`src/rtl/touch_led_ctrl.sv`:
```
// Touch-key controller: synchronise and debounce the key, classify short/long presses,
// and drive an LED bank in OFF / ON / BLINK / CHASE display modes.
module touch_led_ctrl #(
    parameter int unsigned DEB_CYC  = 1_000_000,
    parameter int unsigned LONG_CYC = 50_000_000,
    parameter int unsigned STEP_CYC = 12_500_000,
    parameter int unsigned LED_NUM  = 4
) (
    input  logic               sys_clk,
    input  logic               sys_rst_n,
    input  logic               touch_key,
    output logic [LED_NUM-1:0] led,
    output logic [1:0]         mode,
    output logic               short_evt,
    output logic               long_evt
);

    localparam int unsigned DEB_W  = $clog2(DEB_CYC + 1);
    localparam int unsigned HOLD_W = $clog2(LONG_CYC + 1);
    localparam int unsigned STEP_W = $clog2(STEP_CYC + 1);

    localparam logic [DEB_W-1:0]  DEB_MAX  = DEB_W'(DEB_CYC - 1);
    localparam logic [HOLD_W-1:0] HOLD_MAX = HOLD_W'(LONG_CYC - 1);
    localparam logic [STEP_W-1:0] STEP_MAX = STEP_W'(STEP_CYC - 1);

    localparam logic [1:0] MODE_OFF   = 2'd0;
    localparam logic [1:0] MODE_ON    = 2'd1;
    localparam logic [1:0] MODE_BLINK = 2'd2;
    localparam logic [1:0] MODE_CHASE = 2'd3;

    typedef enum logic [1:0] {StIdle, StPressed, StHeld} state_t;

    logic [1:0]         r_sync;
    logic [1:0]         r_vld;
    logic               r_armed;
    logic               r_key_db;
    logic               r_key_db_q;
    logic [DEB_W-1:0]   r_deb_cnt;
    state_t             r_state;
    logic [HOLD_W-1:0]  r_hold_cnt;
    logic               r_short_evt;
    logic               r_long_evt;
    logic [1:0]         r_mode;
    logic [STEP_W-1:0]  r_step_cnt;
    logic [LED_NUM-1:0] r_led;

    logic               w_key_s;
    logic               w_rise;
    logic [1:0]         w_mode_nxt;
    logic [LED_NUM-1:0] w_led_entry;

    assign w_key_s = r_sync[1];
    // A key held through reset must be seen released before a new press can qualify.
    assign w_rise  = r_key_db & ~r_key_db_q & r_armed;

    always_ff @(posedge sys_clk or negedge sys_rst_n) begin
        if (!sys_rst_n) begin
            r_sync     <= '0;
            r_vld      <= '0;
            r_armed    <= 1'b0;
            r_key_db   <= 1'b0;
            r_key_db_q <= 1'b0;
            r_deb_cnt  <= '0;
        end else begin
            r_sync     <= {r_sync[0], touch_key};
            r_vld      <= {r_vld[0], 1'b1};
            r_key_db_q <= r_key_db;
            if (r_vld[1] && !w_key_s) begin
                r_armed <= 1'b1;
            end
            if (w_key_s != r_key_db) begin
                if (r_deb_cnt == DEB_MAX) begin
                    r_key_db  <= w_key_s;
                    r_deb_cnt <= '0;
                end else begin
                    r_deb_cnt <= r_deb_cnt + 1'b1;
                end
            end else begin
                r_deb_cnt <= '0;
            end
        end
    end

    always_ff @(posedge sys_clk or negedge sys_rst_n) begin
        if (!sys_rst_n) begin
            r_state     <= StIdle;
            r_hold_cnt  <= '0;
            r_short_evt <= 1'b0;
            r_long_evt  <= 1'b0;
        end else begin
            r_short_evt <= 1'b0;
            r_long_evt  <= 1'b0;
            case (r_state)
                StIdle: begin
                    if (w_rise) begin
                        r_state    <= StPressed;
                        r_hold_cnt <= '0;
                    end
                end
                StPressed: begin
                    if (!r_key_db) begin
                        r_state     <= StIdle;
                        r_short_evt <= 1'b1;
                    end else if (r_hold_cnt == HOLD_MAX) begin
                        r_state    <= StHeld;
                        r_long_evt <= 1'b1;
                    end else begin
                        r_hold_cnt <= r_hold_cnt + 1'b1;
                    end
                end
                StHeld: begin
                    if (!r_key_db) begin
                        r_state <= StIdle;
                    end
                end
                default: r_state <= StIdle;
            endcase
        end
    end

    always_comb begin
        w_mode_nxt = r_mode;
        if (r_long_evt) begin
            w_mode_nxt = MODE_OFF;
        end else if (r_short_evt) begin
            w_mode_nxt = r_mode + 2'd1;
        end
        w_led_entry = '0;
        case (w_mode_nxt)
            MODE_ON, MODE_BLINK: w_led_entry = '1;
            MODE_CHASE:          w_led_entry = LED_NUM'(1);
            default:             w_led_entry = '0;
        endcase
    end

    always_ff @(posedge sys_clk or negedge sys_rst_n) begin
        if (!sys_rst_n) begin
            r_mode     <= MODE_OFF;
            r_step_cnt <= '0;
            r_led      <= '0;
        end else begin
            r_mode <= w_mode_nxt;
            if (r_short_evt || r_long_evt) begin
                r_step_cnt <= '0;
                r_led      <= w_led_entry;
            end else if (r_mode == MODE_OFF || r_mode == MODE_ON) begin
                r_step_cnt <= '0;
                r_led      <= (r_mode == MODE_ON) ? '1 : '0;
            end else if (r_step_cnt == STEP_MAX) begin
                r_step_cnt <= '0;
                r_led      <= (r_mode == MODE_BLINK) ? ~r_led
                                                     : {r_led[LED_NUM-2:0], r_led[LED_NUM-1]};
            end else begin
                r_step_cnt <= r_step_cnt + 1'b1;
            end
        end
    end

    assign led       = r_led;
    assign mode      = r_mode;
    assign short_evt = r_short_evt;
    assign long_evt  = r_long_evt;

endmodule

```
`config.mk`:
```
export PLATFORM = sky130hd
export DESIGN_NAME = touch_led_ctrl
export DESIGN_NICKNAME = d
export VERILOG_FILES = /design/src/rtl/touch_led_ctrl.sv
export SDC_FILE = /design/constraint.sdc
export NUM_CORES = 1
export LEC_CHECK = 0
export CORE_ASPECT_RATIO = 0.8
export CORE_MARGIN = 1.5
export CORE_UTILIZATION = 35
export DETAILED_ROUTE_END_ITERATION = 10
export PLACE_DENSITY_LB_ADDON = 0.1
export SLEW_MARGIN = 20
export SYNTH_ARGS = -nofsm -noshare
export SYNTH_HDL_FRONTEND = slang
export SYNTH_SLANG_ARGS = --single-unit
```
`constraint.sdc`:
```
create_clock -name sys_clk -period 3.8 [get_ports sys_clk]
set_input_delay 0.38 -clock sys_clk [delete_from_list [all_inputs] [get_ports sys_clk]]
set_output_delay 0.38 -clock sys_clk [all_outputs]
set_load 0.005 [all_outputs]
```
==> summary.txt, run 1 <==
Yosys
  • Warnings, synthesis: 0
  • Post-synth ARST share: 1.000
  • Post-synth EDFFs: 0
  • Top-count cell post-synth: dfrtp_1
  • Sequential area share after synthesis: 0.4877
  • Post-synth cell types: 52
  • Area share of the largest cell type after synthesis: 0.4877
  • Post-Syn Nets: 479
  • Cell Area, Synth: 0.004464 mm2
  • Synth Instances: 469
  • Top FF cell, synth: dfrtp_1
  • Top area cells in the synthesized netlist: dfrtp_1, nor2_1, xnor2_1
  • Synth Register Bits: 87
  • Top cells by count, synth: dfrtp_1, nor2_1, nand2_1, nand3_1, xnor2_1
  • Yosys top cell by area: dfrtp_1
  • Syn Area/Cell: 9.519 um2

Timing
  • RSZ-0062 raised after global routing: false
  • Setup Total Neg Slack: 0 ps
  • Slew margin rel.: 0.3816
  • Clock Skews: 6.035 ps
  • Fmax: 389.1 MHz
  • Final hold viol count: 0
  • Fin crit period: 2570 ps
  • Tcrit/Tclk final: 0.6763
  • Final number of max-transition violations: 0
  • # setup viols final: 0
  • Least-Margin Pin Slew: 927.6 ps
  • Setup ws final: 1230 ps

Setup path
  • Startpoint types: flop
  • Reg2Reg Depth: 7
  • Register-to-register path setup slack: 1230 ps
  • Crit Path Category: flop to flop
  • Worst Path Max Fanout: 22
  • Critical Path RT: 4060 ps
  • CP Capture Type: flop
  • CP Data Arrival Time: 2830 ps

Hold path
  • Hold Path Class: input port to async pin

Route
  • Vias per inst: 5.074
  • WL/cell: 14.03 um
  • Routed WL: 9148 um
  • First-iteration detailed-routing DRC count: 179
  • Via count: 3,308
  • Residual DRC: 0
  • DRT Pass-1 Iters: 4
  • Routed Antenna Nets: 0

Clocking
  • H-Tree Depth: 3
  • Hold buffer count at CTS: 0
  • Clock Tree Buf Depth: 2
  • Setup bufs post-CTS: 0
  • Clock transition at path regs: 60 ps
  • Clock Sinks: 87
  • Total CTS buffers: 9
  • Clock latency on the worst-skew pair: 340 ps
  • CTS resizes: 0
  • Root Buffer: clkbuf_16
  • CTS tree: yes

GRT
  • Initial antenna violation count: 0
  • First-pass GRT wire length: 15,830 um
  • Vias in the first global route: 3,196
  • Congestion Overflow GR: 0
  • GRT Total Usage: 0.1480
  • Largest net degree at the start of global routing: 73

Pwr
  • Leak: 2.008 nW
  • Max IR drop VDD: 252.0 uV
  • Total power draw: 1.927 mW
  • Power Density: 381.0 mW/mm2

Flow run
  • Max-cap violations: 0

Layout
  • Antenna Cells: 0
  • Ratio of cells with drive above 1 in the final layout: 0.07484
  • Layout fillers: 1,222
  • Syn-to-layout area delta: 13.28%
  • Nets@finish: 487

Placed design
  • PortBufs: 10
  • Dpl ws: 1262 ps
  • Final Wtd Congestion: 0.7943
  • Detailed Place HPWL: 6084 um

Floorplan
  • CORE AREA: 0.01230 mm2
  • # IOs: 11
  • Die footprint: 0.01345 mm2
  • Site row count: 36
  • Initial core utilization: 0.3630
  • Die W: 129.3 um
  • Die Ht: 104.0 um

Status
  • Status: completed
placed cells by master (no fill, tap or decap), types with 3 or more instances in the layout:
cell             netlist  final
dfrtp_1               87     87
nor2_1                70     70
nand2_1               37     37
nand3_1               29     29
xnor2_1               28     28
inv_1                 19     19
a21oi_1               16     16
xor2_1                14     14
a31oi_1               14     14
mux2i_1               12     12
nand4_1               12     12
nor3_1                12     12
nor4_1                10     10
clkbuf_16              0      9
clkdlybuf4s50_1        0      9
o21ai_0                8      8
and2_1                 7      7
ha_1                   7      7
a21o_1                 6      6
nand2b_1               5      5
and4_1                 5      5
or3_1                  5      5
nor3b_1                4      4
and3_1                 4      4
mux2_2                 4      4
buf_4                  0      4
or2_2                  3      3
nor2b_1                3      3
or4_1                  3      3
layout make-up:
cell class                      instances  area, um2  share of cell area
Inverter                               20      77.57             0.01534
Clock buffer                           10      239.0             0.04725
Timing Repair Buffer                   13      120.1             0.02375
Clock inverter                          5      82.58             0.01633
Multi-Input combinational cell        346       2147              0.4245
Tap cell                              171      214.0             0.04231
Sequential cell                        87       2177              0.4305
state kept, by name (all words and copies together) (netlist names):
| signal | flops |
|---|---|
| r_key_db_q | 1 |
| r_sync | 2 |
| led | 4 |
| r_vld | 2 |
| long_evt | 1 |
| r_hold_cnt | 26 |
| r_key_db | 1 |
| r_step_cnt | 24 |
| short_evt | 1 |
| r_deb_cnt | 20 |
| mode | 2 |
| r_armed | 1 |
| r_state | 2 |
final timing paths:
kind | startpoint | endpoint
worst min register to register | r_vld[0]$_DFF_PN0_ | r_vld[1]$_DFF_PN0_
worst max-delay path | r_hold_cnt[0]$_DFFE_PN0P_ | r_hold_cnt[11]$_DFFE_PN0P_
max in group asynchronous | sys_rst_n | r_armed$_DFFE_PN0P_
worst max register to register | r_hold_cnt[0]$_DFFE_PN0P_ | r_hold_cnt[11]$_DFFE_PN0P_
min in group sys_clk | r_vld[0]$_DFF_PN0_ | r_vld[1]$_DFF_PN0_
worst min-delay path | sys_rst_n | led[2]$_DFFE_PN0P_
stage by stage:
stage	cells	instance area, um2	util	hold slack, ps
2_1_floorplan	469	4464	-	84.41
3_3_place_gp	637	4736	0.3851	340.2
3_5_place_dp	637	4736	0.3851	353.1
4_1_cts	652	5057	0.4113	235.5
5_1_grt	652	5057	0.4113	281.6
6_report	652	5057	0.4113	182.2
layer usage:
metal | vias to the layer above | wire length, um | track usage
met1 | 1602 | 4865 | 0.2181
met5 | - | 0 | 0
met4 | 0 | 110 | 0.04575
met2 | 43 | 3876 | 0.2097
met3 | 13 | 295 | 0.03961
li1 | 1650 | - | -
kinds of logic after synthesis:
group / count (synthesis) / share of synthesized area
and+or+nand+nor: 218 / 0.2489
other: 1 / 0.0008400
AOI/OAI and AO/OA: 62 / 0.09024
xor gates and xnor gates: 42 / 0.08240
muxes: 16 / 0.03700
buffers and inverters: 36 / 0.03335
DFF: 87 / 0.4877
adders and majority gates: 7 / 0.01962
power by group:
group	total [mW]	switching [mW]	internal [mW]
clock network	0.964	0.372	0.592
logic	0.0290	0.0236	0.00537
registers	0.934	0.00357	0.931
total	1.93	0.399	1.53
critical path: stages, from the launching register on:
cell and delay [ps]:
dfrtp_1 440, ha_1 240, nand3_1 190, nor3_1 490, a21o_2 480, and2_1 350, inv_4 120, a31oi_1 190
No activity file was read; power rests on OpenSTA's default activity.
==> run 2: changes to the inputs <==
==> constraint.sdc (replaced) <==
create_clock -name sys_clk -period 2.3 [get_ports sys_clk]
set_input_delay 0.23 -clock sys_clk [delete_from_list [all_inputs] [get_ports sys_clk]]
set_output_delay 0.23 -clock sys_clk [all_outputs]
set_load 0.005 [all_outputs]
==> run 2 against run 1 <==
The run now ends with negative hold slack left. Critical path depth decreased by 1. Hold slack got worse by 210 ps. Critical endpoint is now r_hold_cnt[8]$_DFFE_PN0P_. Combinational power increased by 73%. Final area increased by 2.6%. Highest routed layer unchanged. Global-route usage increased by 0.30 points. Largest power group unchanged.
==> summary.txt, run 2 (synthesized netlist as in run 1, its figures left out) <==
Status
  • Status: finished, violations left
  • Failing checks: negative hold slack

Timing
  • RSZ-0062 raised after global routing: false
  • Final hold viol count: 57
  • Least-Margin Pin Slew: 770.8 ps
  • Clock Skews: 6.702 ps
  • Fmax: 479.6 MHz
  • Tcrit/Tclk final: 0.9065
  • # setup viols final: 0
  • Slew margin rel.: 0.4862
  • Fin crit period: 2085 ps
  • Hold_ws: -25.21 ps
  • Final number of max-transition violations: 0
  • Setup Total Neg Slack: 0 ps

Floorplan
  • Die Ht: 104.0 um
  • Site row count: 36
  • Die W: 129.3 um
  • Initial core utilization: 0.3630
  • # IOs: 11
  • Die footprint: 0.01345 mm2
  • CORE AREA: 0.01230 mm2

Route
  • First-iteration detailed-routing DRC count: 196
  • DRT Pass-1 Iters: 4
  • Vias per inst: 5.012
  • Via count: 3,358
  • Routed Antenna Nets: 0
  • Residual DRC: 0
  • WL/cell: 13.91 um
  • Routed WL: 9317 um

Setup path
  • Reg2reg end: r_hold_cnt[8]$_DFFE_PN0P_
  • Critical R2R Launch: r_hold_cnt[16]$_DFFE_PN0P_
  • Register-to-register path setup slack: 220 ps
  • Crit Path Category: flop to flop
  • Worst Path Max Fanout: 15
  • Startpoint types: flop
  • Slowest library cell on the worst path: or4_1
  • Largest stage delay, worst path: 570 ps
  • Critical Path RT: 2510 ps
  • CP cell instances: or4_1 -> nor4_4 -> a21oi_2 -> buf_4 -> a31oi_1 -> a31oi_2
  • CP endpoint: r_hold_cnt[8]$_DFFE_PN0P_
  • CP Capture Type: flop
  • Crit path from: r_hold_cnt[16]$_DFFE_PN0P_
  • CP Data Arrival Time: 2290 ps
  • Reg2Reg Depth: 6

GRT
  • Initial antenna violation count: 0
  • GRT Total Usage: 0.1510
  • Congestion Overflow GR: 0
  • Vias in the first global route: 3,115
  • Largest net degree at the start of global routing: 60
  • First-pass GRT wire length: 15,950 um

Layout
  • Final instance area: 0.005190 mm2
  • Fin util: 0.4221
  • Ratio of cells with drive above 1 in the final layout: 0.1062
  • Top Registers: r_hold_cnt (26), r_step_cnt (24), r_deb_cnt (20)
  • Max FFs per register: 26
  • Syn-to-layout area delta: 16.26%
  • Commonest non-fill, non-tap cell in the layout: dfrtp_1
  • Reg with most FFs: r_hold_cnt
  • Nets@finish: 504
  • Antenna Cells: 0
  • Commonest cells after routing, fill and taps aside: dfrtp_1, nor2_1, nand2_1

Hold path
  • Hold Path Class: input port to async pin

Pwr
  • Power Density: 612.0 mW/mm2
  • Max IR drop VDD: 326.6 uV
  • Total power draw: 3.176 mW
  • Leak: 2.092 nW

Clocking
  • Clock latency on the worst-skew pair: 340 ps
  • Clock Sinks: 87
  • H-Tree Depth: 3
  • Root Buffer: clkbuf_16
  • Setup bufs post-CTS: 0
  • Total CTS buffers: 9
  • Clock Tree Buf Depth: 2
  • Clock transition at path regs: 60 ps
  • CTS tree: yes

Placed design
  • Detailed Place HPWL: 6440 um
  • PortBufs: 10
  • DP Area: 0.004863 mm2
  • Final Wtd Congestion: 0.7916

Flow run
  • Max-cap violations: 0
run 2: cell types whose count changed in the layout (fill, tap and decap cells not counted), sizes merged:
cell / before / now
buf: 4 / 21
clkinv: 3 / 1
clkbuf: 10 / 13
run 2: layer usage:
metal | GRT usage | wire length, um | vias up
li1 | - | - | 1687
met1 | 0.2286 | 4973 | 1615
met2 | 0.2052 | 3890 | 51
met3 | 0.04784 | 372 | 5
met4 | 0.03852 | 81 | 0
met5 | 0 | 0 | -
run 2: stage by stage:
stage	setup slack (ps)	cells	hold WS [ps]
6_report	215.0	670	-25.21
5_1_grt	42.78	670	33.31
4_1_cts	151.3	670	4.811
3_5_place_dp	168.3	654	337.9
3_3_place_gp	201.9	654	335.9
2_1_floorplan	318.5	469	-65.59
run 2: critical path, delay by kind of cell (launching register included):
| kind | cells | cell delay (ps) |
|---|---|---|
| AOI/OAI and AO/OA | 3 | 400 |
| buffers and inverters | 1 | 230 |
| DFF | 1 | 430 |
| and+or+nand+nor | 2 | 910 |
run 2: repair_timing:
| item | CTS | global route |
|---|---|---|
| resized for setup | 0 | 1 |
| endpoints found under the hold margin | 0 | 0 |
| hold buffers | 0 | 0 |
| endpoints found under the setup margin | 0 | 3 |
run 2: how the worst min path moves through the flow:
stage | slack, ps | end | start
after global routing | 30 | led[1]$_DFFE_PN0P_ | sys_rst_n
after global placement | 340 | r_vld[1]$_DFF_PN0_ | r_vld[0]$_DFF_PN0_
after CTS | 5 | led[1]$_DFFE_PN0P_ | sys_rst_n
after detailed placement | 340 | r_vld[1]$_DFF_PN0_ | r_vld[0]$_DFF_PN0_
final | -30 | led[1]$_DFFE_PN0P_ | sys_rst_n
after floorplan | -70 | led[0]$_DFFE_PN0P_ | sys_rst_n
run 2: report_power, final:
part / switching [mW] / internal (mW) / leakage [nW]
sequential: 0.00609 / 1.54 / 1.20
clock: 0.572 / 1.01 / 0.160
combinational: 0.0401 / 0.0102 / 0.735
total: 0.618 / 2.56 / 2.09
run 2: cell type report:
class / instances / area [um2]
fill: 1214 / 7107
sequential: 87 / 2178
multi-input combinational: 346 / 2147
clock buffer: 13 / 260.3
timing repair buffer: 30 / 247.7
tap: 171 / 214.0
inverter: 20 / 77.57
clock inverter: 3 / 65.06
==> run 3: changes to the inputs <==
--- a/config.mk
+++ b/config.mk
@@ -5,6 +5,8 @@
 export SDC_FILE = /design/constraint.sdc
 export NUM_CORES = 1
 export LEC_CHECK = 0
+export CELL_PAD_IN_SITES_DETAIL_PLACEMENT = 1
+export CELL_PAD_IN_SITES_GLOBAL_PLACEMENT = 2
 export CORE_ASPECT_RATIO = 0.8
 export CORE_MARGIN = 1.5
 export CORE_UTILIZATION = 35
==> run 3 against run 2 <==
The flow now finishes without violations. Wire length rose by 10%. Via count rose by 1.1%. Sequential power barely moved. Final cell count did not move. First-iteration DRC count fell by 16%. Sequential cell count did not move. Register-to-register slack got worse by 110 ps. Critical path depth did not move. Clock power fell by 10%.
==> summary.txt, run 3 (synthesized netlist as in run 1, its figures left out) <==
Status
  • Status: completed

Floorplan
  • Site row count: 36
  • # IOs: 11
  • Die W: 129.3 um
  • CORE AREA: 0.01230 mm2
  • Die footprint: 0.01345 mm2
  • Die Ht: 104.0 um
  • Initial core utilization: 0.3630

Setup path
  • Reg2reg end: r_hold_cnt[15]$_DFFE_PN0P_
  • Worst Path Max Fanout: 10
  • Critical R2R Launch: r_hold_cnt[16]$_DFFE_PN0P_
  • CP Data Arrival Time: 2450 ps
  • Crit Path Category: flop to flop
  • Reg2Reg Depth: 6
  • Register-to-register path setup slack: 100 ps
  • CP endpoint: r_hold_cnt[15]$_DFFE_PN0P_
  • Critical Path RT: 2560 ps
  • Startpoint types: flop
  • Crit path from: r_hold_cnt[16]$_DFFE_PN0P_
  • CP Capture Type: flop

Clocking
  • Clock Tree Buf Depth: 2
  • H-Tree Depth: 3
  • Clock transition at path regs: 70 ps
  • Setup bufs post-CTS: 0
  • Root Buffer: clkbuf_16
  • Clock Sinks: 87
  • CTS tree: yes
  • Clock latency on the worst-skew pair: 340 ps
  • Total CTS buffers: 9

Pwr
  • Sequential power share: 0.512
  • P_sw: 646.0 uW
  • Power Density: 581.5 mW/mm2
  • P_int: 2.369 mW
  • Max IR drop VDD: 379.4 uV
  • Sw Share: 0.2142
  • Gate power share: 0.018
  • Leak: 2.085 nW
  • Clk pwr share: 0.470
  • Total power draw: 3.015 mW

Layout
  • Commonest non-fill, non-tap cell in the layout: dfrtp_1
  • Reg with most FFs: r_hold_cnt
  • Max FFs per register: 26
  • Antenna Cells: 0
  • Syn-to-layout area delta: 16.14%
  • Top Registers: r_hold_cnt (26), r_step_cnt (24), r_deb_cnt (20)
  • Commonest cells after routing, fill and taps aside: dfrtp_1, nor2_1, nand2_1
  • Nets@finish: 505
  • Ratio of cells with drive above 1 in the final layout: 0.1062

Flow run
  • Max-cap violations: 0

Route
  • Vias per inst: 5.069
  • Residual DRC: 0
  • Routed met2 length: 4561 um
  • Uppermost routed layer: met4
  • First-iteration detailed-routing DRC count: 164
  • Routed WL: 10,250 um
  • Met1 wire length: 5327 um
  • Routed Antenna Nets: 0
  • Via count: 3,396
  • DRT Pass-1 Iters: 4
  • WL/cell: 15.29 um
  • Met3 Wirelength: 224 um

Placed design
  • Detailed Place HPWL: 7160 um
  • PortBufs: 10
  • Final Wtd Congestion: 0.7587
  • Dpl ws: 111.3 ps

GRT
  • Vias in the first global route: 3,528
  • GRT Total Usage: 0.1679
  • Initial antenna violation count: 0
  • Largest net degree at the start of global routing: 70
  • Congestion Overflow GR: 0
  • First-pass GRT wire length: 17,960 um

Timing
  • Setup ws final: 104.5 ps
  • Tcrit/Tclk final: 0.9546
  • Slew margin rel.: 0.6198
  • Setup Total Neg Slack: 0 ps
  • Hold_ws: 312.0 ps
  • Fmax: 455.5 MHz
  • # setup viols final: 0
  • Least-Margin Pin Slew: 565.1 ps
  • Clock Skews: 9.225 ps
  • Final number of max-transition violations: 0
  • Fin crit period: 2196 ps
  • RSZ-0062 raised after global routing: false
  • Final hold viol count: 0

Hold path
  • Hold Path Class: input port to async pin
## run 3: cell types whose count changed in the layout (fill, tap and decap cells not counted), sizes merged
| cell | delta |
|---|---|
| bufinv | -2 |
| dlygate4sd3 | +1 |
| inv | +1 |
## run 3: layer usage
layer,up-vias,GRT usage
met4,0,0.04815
met5,-,0
li1,1686,-
met3,11,0.03858
met1,1676,0.2381
met2,23,0.2549
## run 3: area by class of cell
type                            instances  area, um2
Clock inverter                          2      13.76
Timing Repair Buffer                   31      270.3
Sequential cell                        87       2177
Inverter                               20      77.57
Tap cell                              171      214.0
Clock buffer                           13      270.3
Fill cell                            1403       7112
Multi-Input combinational cell        346       2162
## run 3: per-stage QoR
step | cell area [um2] | cells | util
after global routing | 5185 | 670 | 0.4217
after detailed placement | 4876 | 654 | 0.3965
after CTS | 5170 | 670 | 0.4204
after global placement | 4876 | 654 | 0.3965
final | 5185 | 670 | 0.4217
after floorplan | 4464 | 469 | -
## run 3: power by group through the flow
stage / sequential [mW] / combinational (mW) / clock [mW]
floorplan: 1.57 / 0.0132 / 0
global placement: 1.57 / 0.0562 / 0
detailed placement: 1.57 / 0.0574 / 0
CTS: 1.54 / 0.0586 / 1.47
global route: 1.54 / 0.0648 / 1.52
finish: 1.54 / 0.0553 / 1.42
## run 3: worst min path at each step
| stage | from | end | cells past startpoint |
|---|---|---|---|
| floorplan | sys_rst_n | led[0]$_DFFE_PN0P_ | 0 |
| global placement | sys_rst_n | led[1]$_DFFE_PN0P_ | 1 |
| detailed placement | sys_rst_n | led[1]$_DFFE_PN0P_ | 1 |
| CTS | sys_rst_n | led[1]$_DFFE_PN0P_ | 2 |
| global route | sys_rst_n | led[1]$_DFFE_PN0P_ | 2 |
| finish | sys_rst_n | led[1]$_DFFE_PN0P_ | 2 |
## run 3: timing repair
item	in CTS	in global routing
endpoints found under the hold margin	18	0
hold buffers	1	0
setup endpoints to repair	0	5
gates resized for setup	0	3
## run 3: critical path: stages (launching register included)
cell and delay [ps]:
dfrtp_1 430, or4_1 590, nor4_4 390, a21o_2 210, and2_1 190, inv_4 100, a31oi_1 200
